$ cat src/rtl/reg_write_arbiter_pkg.sv
// Shared definitions for the register-bank write arbiter.
//   DEF_WIDTH / DEF_NREG : default data width and register count
//   req_id_e             : identifies the two writeback requesters
//   arb_state_e          : arbiter FSM states
//   addr_width()         : address width for a given register count
package reg_write_arbiter_pkg;

  localparam int DEF_WIDTH = 16;
  localparam int DEF_NREG  = 16;

  typedef enum logic {
    REQ_ALU = 1'b0,
    REQ_LD  = 1'b1
  } req_id_e;

  typedef enum logic [1:0] {
    ST_IDLE  = 2'd0,  // no write issued last cycle
    ST_WRITE = 2'd1,  // a write was issued last cycle
    ST_STALL = 2'd2   // hold was high while a request was waiting
  } arb_state_e;

  // A single-entry bank still needs a one-bit address port.
  function automatic int addr_width(input int n);
    return (n > 1) ? $clog2(n) : 1;
  endfunction

endpackage

$ cat src/rtl/reg_write_arbiter_onehot_decode.sv
// Address to one-hot enable decoder.
//   i_addr   : register address
//   i_en     : decode enable; all outputs are 0 when low
//   o_onehot : one bit per register, set for the addressed entry
// Addresses at or above NREG match no entry, so they decode to all-zero.
module onehot_decode
  import reg_write_arbiter_pkg::*;
#(
  parameter int NREG = DEF_NREG,
  parameter int AW   = addr_width(DEF_NREG)
) (
  input  logic [AW-1:0]   i_addr,
  input  logic            i_en,
  output logic [NREG-1:0] o_onehot
);

  always_comb begin
    o_onehot = '0;
    for (int i = 0; i < NREG; i++) begin
      o_onehot[i] = i_en && (i_addr == AW'(i));
    end
  end

endmodule

$ cat src/rtl/reg_write_arbiter.sv
// Two-requester writeback arbiter in front of a register bank.
//   i_clock, i_reset         : clock, asynchronous active-high reset
//   i_hold                   : sequencer stall, blocks all grants
//   i_alu_req/addr/data      : ALU writeback request
//   o_alu_gnt                : ALU request accepted this cycle
//   i_ld_req/addr/data       : load writeback request
//   o_ld_gnt                 : load request accepted this cycle
//   o_wr_en                  : registered one-hot bank write enable
//   o_wr_data                : registered data broadcast to the bank
//   o_pend_cnt               : registered count of waiting requests
//
// Handshake: a requester holds req/addr/data stable from req rise until the
// cycle its gnt is 1; gnt is combinational in that same cycle and the write
// appears on o_wr_en/o_wr_data for exactly one cycle after the next edge.
// Ties go to the requester not granted most recently.
module reg_write_arbiter
  import reg_write_arbiter_pkg::*;
#(
  parameter int WIDTH   = DEF_WIDTH,
  parameter int NREG    = DEF_NREG,
  parameter int LOCK_R0 = 1
) (
  input  logic                         i_clock,
  input  logic                         i_reset,
  input  logic                         i_hold,
  input  logic                         i_alu_req,
  input  logic [addr_width(NREG)-1:0]  i_alu_addr,
  input  logic [WIDTH-1:0]             i_alu_data,
  output logic                         o_alu_gnt,
  input  logic                         i_ld_req,
  input  logic [addr_width(NREG)-1:0]  i_ld_addr,
  input  logic [WIDTH-1:0]             i_ld_data,
  output logic                         o_ld_gnt,
  output logic [NREG-1:0]              o_wr_en,
  output logic [WIDTH-1:0]             o_wr_data,
  output logic [1:0]                   o_pend_cnt
);

  localparam int AW = addr_width(NREG);

  arb_state_e       r_state;
  req_id_e          r_last;
  logic [NREG-1:0]  r_wr_en;
  logic [WIDTH-1:0] r_wr_data;
  logic [1:0]       r_pend;

  logic             w_open;
  logic             w_alu_gnt;
  logic             w_ld_gnt;
  logic             w_any_gnt;
  logic [AW-1:0]    w_sel_addr;
  logic [WIDTH-1:0] w_sel_data;
  logic             w_locked;
  logic [NREG-1:0]  w_onehot;
  logic [1:0]       w_pend;

  // Grants are forced low during reset so nothing is accepted in that cycle.
  assign w_open    = !i_reset && !i_hold;
  assign w_alu_gnt = w_open && i_alu_req && (!i_ld_req || (r_last == REQ_LD));
  assign w_ld_gnt  = w_open && i_ld_req && (!i_alu_req || (r_last == REQ_ALU));
  assign w_any_gnt = w_alu_gnt || w_ld_gnt;

  assign w_sel_addr = w_alu_gnt ? i_alu_addr : i_ld_addr;
  assign w_sel_data = w_alu_gnt ? i_alu_data : i_ld_data;

  // Register 0 can be write-protected: the grant completes but no enable fires.
  assign w_locked = (LOCK_R0 != 0) && (w_sel_addr == '0);

  assign w_pend = {1'b0, i_alu_req && !w_alu_gnt} + {1'b0, i_ld_req && !w_ld_gnt};

  onehot_decode #(
    .NREG (NREG),
    .AW   (AW)
  ) u_decode (
    .i_addr   (w_sel_addr),
    .i_en     (w_any_gnt && !w_locked),
    .o_onehot (w_onehot)
  );

  always_ff @(posedge i_clock or posedge i_reset) begin
    if (i_reset) begin
      r_state   <= ST_IDLE;
      r_last    <= REQ_LD;
      r_wr_en   <= '0;
      r_wr_data <= '0;
      r_pend    <= '0;
    end else begin
      r_wr_en <= w_onehot;
      r_pend  <= w_pend;
      if (w_any_gnt) begin
        r_wr_data <= w_sel_data;
        r_last    <= w_alu_gnt ? REQ_ALU : REQ_LD;
      end
      if (i_hold && (i_alu_req || i_ld_req)) begin
        r_state <= ST_STALL;
      end else if (w_any_gnt) begin
        r_state <= ST_WRITE;
      end else begin
        r_state <= ST_IDLE;
      end
    end
  end

  assign o_alu_gnt  = w_alu_gnt;
  assign o_ld_gnt   = w_ld_gnt;
  // Enables are only presented in the cycle following an issued write.
  assign o_wr_en    = (r_state == ST_WRITE) ? r_wr_en : '0;
  assign o_wr_data  = r_wr_data;
  assign o_pend_cnt = r_pend;

endmodule

$ cat config.mk
export PLATFORM = sky130hd
export DESIGN_NAME = reg_write_arbiter
export DESIGN_NICKNAME = d
export VERILOG_FILES = /design/src/rtl/reg_write_arbiter_pkg.sv /design/src/rtl/reg_write_arbiter_onehot_decode.sv /design/src/rtl/reg_write_arbiter.sv
export SDC_FILE = /design/constraint.sdc
export NUM_CORES = 1
export LEC_CHECK = 0
export CAP_MARGIN = 10
export CORE_AREA = 3 3 72 74
export DETAILED_ROUTE_END_ITERATION = 8
export DIE_AREA = 0 0 75 77
export GPL_TIMING_DRIVEN = 0
export PLACE_DENSITY = 0.76
export SKIP_LAST_GASP = 1
export SLEW_MARGIN = 20
export SYNTH_ARGS = -nofsm -noshare
export SYNTH_HDL_FRONTEND = slang
export SYNTH_SLANG_ARGS = --single-unit
$ cat constraint.sdc
create_clock -name i_clock -period 3.36 [get_ports i_clock]
set_input_delay 0.504 -clock i_clock [delete_from_list [all_inputs] [get_ports i_clock]]
set_output_delay 0.504 -clock i_clock [all_outputs]
set_load 0.01 [all_outputs]
# ---- Word level (Yosys, flattened, before mapping)
# Cells that the tools add are included.
dict set report word_totals {
  inputBits 45
  word_cells 66
  output_inout_bits 36
  ff_bits 37
}
dict set report classes {
  n_reduce_logical 37
  add_sub_neg 1
  bitwise_logic 1
  n_eq_ne 16
  n_mux 6
}
# operator n
set op_table {}
lappend op_table {{equality test 4 bit (second input constant)} 8}
lappend op_table {{2-to-1 mux 16 bit} 2}
lappend op_table {{logical AND 1 bit} 25}
lappend op_table {{equality test 4 x 3 -> 1 bit (second input constant)} 4}
lappend op_table {{equality test 4 x 2 -> 1 bit (second input constant)} 2}
lappend op_table {{logical NOT 1 bit} 7}
lappend op_table {{equality test 4 x 1 -> 1 bit (second input constant)} 1}
lappend op_table {{logical NOT 4 bit} 1}
lappend op_table {{logical OR 1 bit} 4}
lappend op_table {{2-to-1 mux 4 bit} 1}
lappend op_table {{adder 1 x 1 -> 2 bit} 1}
lappend op_table {{equality test 2 x 1 -> 1 bit (second input constant)} 1}
lappend op_table {{2-to-1 mux 1 bit} 2}
lappend op_table {{2-to-1 mux 2 bit} 1}
lappend op_table {{NOT 1 bit} 1}

# ---- Logic depth before layout (Yosys ltp)
# Gate-level depths: netlist of run 1.
dict set report logic_depth {
  ltp_word 9
  depth_mapped 6
  mapped_depth_nobuf 4
}

# ---- Cells and area by module
# From an unflattened synthesis of run 1, not the netlist that was laid out.
dict set report unflattened {
  cells_unflattened 178
  area_unflattened_um2 1915.6
}
# module area_each_um2 cells_each instances
set modules_own_cells {}
lappend modules_own_cells {reg_write_arbiter 1798.0 155 1}
lappend modules_own_cells {onehot_decode 117.6 23 1}

# ---- Worst setup path before layout of run 1
# No wires, ideal clock.
dict set report synth_timing {
  path_kind {in2out}
  from {in i_reset}
  to {out o_alu_gnt}
  t_arrival_ns 1.091
  setup_slack_ns 1.765
  required_time_ns 2.856
  path_stages 3
  n_path_buf 1
  cell_sequence {nor2_1 -> and3_1 -> clkbuf_1}
}
dict set report synth_via {
  elab_chain_len 4
}
# item line_no
set synth_lines {}
lappend synth_lines {{from (decl)} reg_write_arbiter.sv:24} ;# input logic i_reset,
lappend synth_lines {{logical NOT 1 bit (no source line)} --}
lappend synth_lines {{logical AND 1 bit} reg_write_arbiter.sv:58} ;# assign w_open = !i_reset && !i_hold;
lappend synth_lines {{logical AND 1 bit (2 in a row)} reg_write_arbiter.sv:59} ;# assign w_alu_gnt = w_open && i_alu_req && (!i_ld_req || (r_last == REQ_LD));
lappend synth_lines {{to (decl)} reg_write_arbiter.sv:29} ;# output logic o_alu_gnt,
# Every way passes these cells.

# ---- Final worst setup path of run 1
# Ends and elaborated chain as after synthesis.

==> qor_table.md, run 1 <==
| Parameter | Value | Unit |
| --- | --- | --- |
| Vert. Die Dim | 77 | um |
| Number of nets in the finished design | 321 | - |
| PnR Total Power | 1280 | uW |
| Clk network pwr share | 0.356 | - |
| Signed area change from the synthesized netlist to the final layout | 54.2 | % |
| Synth cell types | 28 | - |
| Worst slew margin relative to its limit | 0.485 | - |
| #FFs+latches synth | 37 | - |
| Sequential share of the synthesized area | 0.501 | - |
| Initial core utilization | 0.397 | - |
| Main area contributors after synthesis | dfrtp_1 49%, and2_1 6.4%, a31oi_2 6.1%, nand3_1 4.9%, a21oi_1 4.6% | - |
| 1st-iter DRT viols | 131 | - |
| Run status | completed | - |
| Critical Path Most Common Cell | clkdlybuf4s50_1 | - |
| Synthesized instance count | 188 | - |
| Switching Fraction | 0.256 | - |
| Post-route DRC violation count | 0 | - |
| Share of cells above drive strength 1 | 0.0942 | - |
| DIE AREA | 0.00578 | mm2 |
| Total track usage | 0.179 | - |
| Total number of clock tree sinks | 37 | - |
| Final count of pins violating max slew | 0 | - |
| Sequential Area | 927 | um2 |
| Setup repair after global routing missed its margin | no | - |
| Area leader, netlist | dfrtp_1 | - |
| Cts-stage hold buffer count | 0 | - |
| Final global-route overflow total | 0 | - |
| Final design area excluding fillers | 0.00285 | mm2 |
| Met2 wire length | 2420 | um |
| Number of setup buffers added after CTS | 0 | - |
| TritonRoute pass-1 iters | 4 | - |
| Cell Chain, Critical Path | clkdlybuf4s50_1, nor2_1, and3_1, clkbuf_1, clkdlybuf4s50_1 | - |
| Clk slew on worst S/H paths | 70 | ps |
| Wire length on met3 | 384 | um |
| Synth Warn # | 0 | - |
| Synthesized area per cell | 9.84 | um2 |
| Top Layer Used | met4 | - |
| Number of CTS-inserted buffers | 5 | - |
| Part of the total power dissipated in sequential elements | 0.402 | - |
| Buf/Inv on CP | 3 | - |
| CP Capture Type | output port | - |
| CTS Root Buffer Type | clkbuf_8 | - |
| Chip Width | 75 | um |
| Maximum number of pins on one net before global-route repair | 38 | - |
| Setup slack after placement | 560 | ps |
| Skew final | 6.83 | ps |
| N_diodes | 0 | - |
| Kind of cell adding the most delay to the critical path | buffers and inverters | - |
| Min cycle time layout | 2810 | ps |
| Wire length of the first global-routing pass | 7940 | um |
| Path type of the worst min-delay path | flop to flop | - |
| Maximum VDD drop | 0.000261 | V |
| Switching power | 327 | uW |
| Final clock period utilization by the worst path | 0.835 | - |
| Highest-count cells in the layout ignoring fill and taps | 80 x clkdlybuf4s50_1, 36 x dfrtp_1, 19 x and2_1 | - |
| Number of standard-cell rows in the floorplan | 25 | - |
| Ratio of routed vias to standard cells | 5.36 | - |
| Combinational group share of total power | 0.241 | - |
| Final Hold Vio Count | 0 | - |
| Fill cell count | 421 | - |
| Static leakage | 0.00111 | uW |
| Placed Instance Area | 0.00272 | mm2 |
| Total via count in the routed design | 1768 | - |
| Final total negative setup slack | 0 | ps |
| Clk_lat worst skew | 290 | ps |
| Worst-Margin Slew | 773 | ps |
| Placer's final routability congestion estimate | 0.858 | - |
| Number of buffer cells added on primary ports | 80 | - |
| Worst setup path class | input pin to output port | - |
| Sum of routed wire length over all layers | 5000 | um |
| Slowest CP cell | clkdlybuf4s50_1 | - |
| Number of nets produced by synthesis | 234 | - |
| CP Data Arrival Time | 2300 | ps |
| Number of global-route vias before repair | 1647 | - |
| Required time reported for the critical path endpoint | 2860 | ps |
| Commonest non-fill, non-tap cell in the layout | clkdlybuf4s50_1 | - |
| CTS tree | yes | - |
| Antenna Nets Post-Route | 0 | - |
| Highest achievable clock rate | 356 | MHz |
| Critical path's largest stage delay | 600 | ps |
| Summed instance area of the synthesized netlist | 0.00185 | mm2 |
| Final count of negative-setup-slack endpoints | 0 | - |
| Area of the core | 0.00466 | mm2 |
| Wire length on met1 | 2140 | um |
| Cell Count Post-Placement | 322 | - |
| Maximum buffer depth of the clock tree | 2 | - |
| Maximum capacitance violations | 0 | - |
| Area share of the largest cell type after synthesis | 0.487 | - |
| Maximum fanout along the worst path | 6 | - |
| Multi-input combinational cell area | 836 | um2 |
| CTS-repair resized insts | 0 | - |
| H-tree levels | 2 | - |
| I/O pin total | 81 | - |
| Finished Layout Cells | 330 | - |
| Initial antenna violation count | 0 | - |
| Routed length per placed instance | 15.2 | um |
| Element type at the critical path start | input pin | - |
| Worst Slack Setup Final | 553 | ps |
| Areal power density over the cells | 448 | mW/mm2 |
| Pint | 951 | uW |
| DP Wirelength | 3720 | um |
-- kinds of logic after synthesis --
| group | synth area share |
|---|---|
| AO/OA/AOI/OAI | 0.236 |
| adder cells (fa/ha/maj) | 0.00676 |
| AND/OR/NAND/NOR | 0.207 |
| flip-flops | 0.501 |
| other | 0.00203 |
| buffers and inverters | 0.0467 |
-- metrics by stage --
step                      hold WS [ps]   util
after floorplan                    513      -
after global placement             528  0.583
after detailed placement           534  0.583
after CTS                          545  0.612
after global routing               586  0.612
final                              542  0.612
-- final cells by class --
cell class              instances  share of cell area
well taps                      54              0.0237
inverters                       2             0.00263
plain buffers                  16              0.0276
flip-flops and latches         37               0.325
repair buffers                 80               0.281
clock inverters                 3              0.0228
multi-input cells             133               0.293
clock buffers                   5              0.0241
-- path summary, 6_finish.rpt --
kind	depth (start not counted)	end	slack, ps	start
min in group asynchronous	2	o_wr_data[3]$_DFFE_PP0P_	690	i_reset
max in group asynchronous	2	o_wr_data[7]$_DFFE_PP0P_	2160	i_reset
worst max register to register	4	r_wr_en[3]$_DFF_PP0_	1730	r_last$_DFFE_PP1P_
worst min register to register	2	r_last$_DFFE_PP1P_	540	r_last$_DFFE_PP1P_
worst min-delay path	2	r_last$_DFFE_PP1P_	540	r_last$_DFFE_PP1P_
worst max-delay path	5	o_alu_gnt	550	i_reset
-- sequential cells by signal, summed over array words and instances (netlist names) --
name	cells
o_wr_data	16
r_wr_en	16
o_pend_cnt	2
r_state	2
r_last	1
-- power groups by stage --
stage               Sequential (uW)  Combinational [uW]  Clock (uW)
global route                    520                 336         485
detailed placement              523                 311           0
finish                          515                 309         456
floorplan                       540                 123           0
CTS                             515                 312         463
global placement                522                 306           0
-- layer usage --
| metal | up-vias | track usage |
|---|---|---|
| met1 | 818 | 0.234 |
| li1 | 867 | - |
| met2 | 77 | 0.280 |
| met3 | 6 | 0.0616 |
| met5 | - | 0 |
| met4 | 0 | 0.0427 |
-- synth_stat cells, drive strengths merged --
library cell / count
a21boi: 1
a21oi: 17
a31oi: 17
and2: 20
and2b: 1
and3: 1
buf: 5
clkbuf: 11
conb: 1
dfrtp: 36
dfstp: 1
ha: 1
inv: 2
nand2: 1
nand2b: 3
nand3: 18
nand4: 6
nand4b: 4
nor2: 5
nor2b: 4
o21ai: 16
o22ai: 12
o32ai: 3
or2: 2
-- worst min-delay path: cells and delay by family (launching register included) --
kind / cells / cell delay, ps
compound gates: 2 / 160
flops: 1 / 390
(Power assumes the default switching activity.)
==> inputs of run 2 (changes only) <==
--- a/config.mk
+++ b/config.mk
@@ -6,11 +6,11 @@
 export NUM_CORES = 1
 export LEC_CHECK = 0
 export CAP_MARGIN = 10
-export CORE_AREA = 3 3 72 74
+export CORE_AREA = 3 3 74 76
 export DETAILED_ROUTE_END_ITERATION = 8
-export DIE_AREA = 0 0 75 77
+export DIE_AREA = 0 0 77 79
 export GPL_TIMING_DRIVEN = 0
-export PLACE_DENSITY = 0.76
+export PLACE_DENSITY = 0.75
 export SKIP_LAST_GASP = 1
 export SLEW_MARGIN = 20
 export SYNTH_ARGS = -nofsm -noshare
==> constraint.sdc (replaced) <==
create_clock -name i_clock -period 2.5 [get_ports i_clock]
set_input_delay 0.375 -clock i_clock [delete_from_list [all_inputs] [get_ports i_clock]]
set_output_delay 0.375 -clock i_clock [all_outputs]
set_load 0.01 [all_outputs]
==> run 2 against run 1 <==
Net effect: non-clock buffer count fell by 1; clock-buffer cell count rose by 2; flip-flop and latch count did not move; critical path depth fell by 1; final area did not move; highest routed layer unchanged.
==> qor_table.md, run 2 (same netlist as run 1, synthesis figures left out) <==
| Parameter | Value | Unit | Change |
| --- | --- | --- | --- |
| Met2 global-route usage | 0.307 | - | was 0.280 |
| Finished Layout Cells | 342 | - | was 330 |
| PnR Total Power | 1640 | uW | was 1280 uW |
| TritonRoute pass-1 iters | 5 | - | was 4 |
| Maximum VDD drop | 0.000366 | V | was 0.000261 V |
| Clk slew on worst S/H paths | 70 | ps | about the same |
| N_diodes | 0 | - | unchanged |
| Total number of clock tree sinks | 37 | - | unchanged |
| Initial antenna violation count | 0 | - | unchanged |
| Share of cells above drive strength 1 | 0.0982 | - | was 0.0942 |
| Maximum buffer depth of the clock tree | 2 | - | unchanged |
| Maximum capacitance violations | 0 | - | unchanged |
| Vert. Die Dim | 79 | um | was 77 um |
| Number of global-route vias before repair | 1718 | - | was 1647 |
| 1st-iter DRT viols | 107 | - | was 131 |
| Total track usage | 0.171 | - | was 0.179 |
| Number of nets in the finished design | 320 | - | was 321 |
| Highest achievable clock rate | 418 | MHz |  |
| Final count of pins violating max slew | 0 | - | unchanged |
| Global-route met1 utilization | 0.201 | - | was 0.234 |
| Area of the core | 0.00479 | mm2 | was 0.00466 mm2 |
| Path type of the worst min-delay path | flop to flop | - | unchanged |
| Element type at the critical path start | input pin | - | unchanged |
| Highest-count cells in the layout ignoring fill and taps | 80 x clkdlybuf4s50_1, 36 x dfrtp_1, 19 x and2_1 | - | unchanged |
| Maximum number of pins on one net before global-route repair | 38 | - | unchanged |
| Routed length per placed instance | 15.2 | um | about the same |
| Min cycle time layout | 2390 | ps |  |
| Cell Count Post-Placement | 335 | - | was 322 |
| Static leakage | 0.00110 | uW | was 0.00111 uW |
| CTS tree | yes | - | unchanged |
| Skew final | 6.32 | ps | was 6.83 ps |
| Slowest CP cell | clkdlybuf4s50_1 | - | unchanged |
| Final count of negative-setup-slack endpoints | 0 | - | unchanged |
| Cell Chain, Critical Path | clkdlybuf4s50_1, a21boi_1, and2_1, clkdlybuf4s50_1 | - | was clkdlybuf4s50_1, nor2_1, and3_1, clkbuf_1, clkdlybuf4s50_1 |
| I/O pin total | 81 | - | unchanged |
| Worst slew margin relative to its limit | 0.486 | - | was 0.485 |
| Commonest non-fill, non-tap cell in the layout | clkdlybuf4s50_1 | - | unchanged |
| Initial core utilization | 0.386 | - | was 0.397 |
| Number of CTS-inserted buffers | 5 | - | unchanged |
| Setup repair after global routing missed its margin | no | - | unchanged |
| DIE AREA | 0.00608 | mm2 | was 0.00578 mm2 |
| Maximum fanout along the worst path | 6 | - | unchanged |
| Hold slack final | 553 | ps | was 542 ps |
| Worst setup path class | input pin to output port | - | unchanged |
| CP Data Arrival Time | 2020 | ps | was 2300 ps |
| CTS Root Buffer Type | clkbuf_8 | - | unchanged |
| Final Hold Vio Count | 0 | - | unchanged |
| Final clock period utilization by the worst path | 0.958 | - |  |
| Critical Path Most Common Cell | clkdlybuf4s50_1 | - | unchanged |
| Met3 track demand over resource | 0.0544 | - | was 0.0616 |
| Antenna Nets Post-Route | 0 | - | unchanged |
| Placer's final routability congestion estimate | 0.841 | - | was 0.858 |
| DP Wirelength | 3830 | um | was 3720 um |
| Sum of routed wire length over all layers | 5190 | um | was 5000 um |
| Chip Width | 77 | um | was 75 um |
| Ratio of routed vias to standard cells | 5.15 | - | was 5.36 |
| CP Capture Type | output port | - | unchanged |
| Total via count in the routed design | 1763 | - | was 1768 |
| Number of setup buffers added after CTS | 0 | - | unchanged |
| Fill cell count | 436 | - | was 421 |
| Areal power density over the cells | 575 | mW/mm2 | was 448 mW/mm2 |
| Post-route DRC violation count | 0 | - | unchanged |
| Clk_lat worst skew | 290 | ps | about the same |
| Worst-Margin Slew | 770 | ps | was 773 ps |
| Final global-route overflow total | 0 | - | unchanged |
| Number of buffer cells added on primary ports | 80 | - | unchanged |
| Routing layer with the top usage in global route | met2 | - | unchanged |
| Required time reported for the critical path endpoint | 2120 | ps | was 2860 ps |
| Signed area change from the synthesized netlist to the final layout | 54.2 | % | unchanged |
| Run status | completed | - | unchanged |
| Wire length of the first global-routing pass | 8190 | um | was 7940 um |
| H-tree levels | 2 | - | unchanged |
| Final total negative setup slack | 0 | ps | unchanged |
| Critical path's largest stage delay | 560 | ps | was 600 ps |
| Number of standard-cell rows in the floorplan | 25 | - | unchanged |
run 2: cell types whose count changed in the layout (fill, tap and decap cells not counted), sizes merged:
cell and change:
bufinv -1, clkbuf +1, clkinv -1
run 2: repair_timing:
action                                  CTS  global route
gates cloned                              0             0
endpoints found under the setup margin    1            11
hold buffers                              0             0
gates resized for setup                   1             1
run 2: critical path: cells and delay by family:
family                 cells  cell delay, ps
buffers and inverters      2            1110
AND/OR/NAND/NOR            1             190
AO/OA/AOI/OAI              1             340
run 2: metal layers:
metal,up-vias,share of wire
met1,819,0.42
li1,863,-
met4,0,0.011
met5,-,0
met2,75,0.50
met3,6,0.072
run 2: layout make-up:
type / count / area (um2) / share of cell area
Clock buffer: 7 / 86.3 / 0.0303
Timing Repair Buffer: 80 / 801 / 0.281
Multi-Input combinational cell: 133 / 841 / 0.295
Sequential cell: 37 / 927 / 0.325
Clock inverter: 1 / 30.0 / 0.0105
Buffer: 15 / 75.1 / 0.0263
Inverter: 2 / 7.51 / 0.00263
Tap cell: 67 / 83.8 / 0.0294
run 2: path summary, 6_finish.rpt:
path,cells after the start,from,endpoint,slack [ps]
max,4,i_ld_req,o_ld_gnt,110
min,2,o_wr_data[10]$_DFFE_PP0P_,o_wr_data[10]$_DFFE_PP0P_,550
max reg2reg,4,r_last$_DFFE_PP1P_,r_wr_en[1]$_DFF_PP0_,770
min reg2reg,2,o_wr_data[10]$_DFFE_PP0P_,o_wr_data[10]$_DFFE_PP0P_,550
max in group asynchronous,2,i_reset,o_wr_data[9]$_DFFE_PP0P_,1410
min in group asynchronous,2,i_reset,o_wr_data[0]$_DFFE_PP0P_,600
run 2: per-stage QoR:
step	area (um2)	setup WS, ps	util
final	2850	105	0.596
after floorplan	1850	1040	-
after detailed placement	2730	-37.8	0.571
after global routing	2850	48.6	0.596
after global placement	2730	-14.0	0.571
after CTS	2850	44.8	0.596
run 2: power breakdown:
| group | switching, uW | total [uW] | internal, uW |
|---|---|---|---|
| logic | 191 | 414 | 222 |
| registers | 34.4 | 695 | 661 |
| clock network | 205 | 530 | 325 |
| total | 430 | 1640 | 1210 |
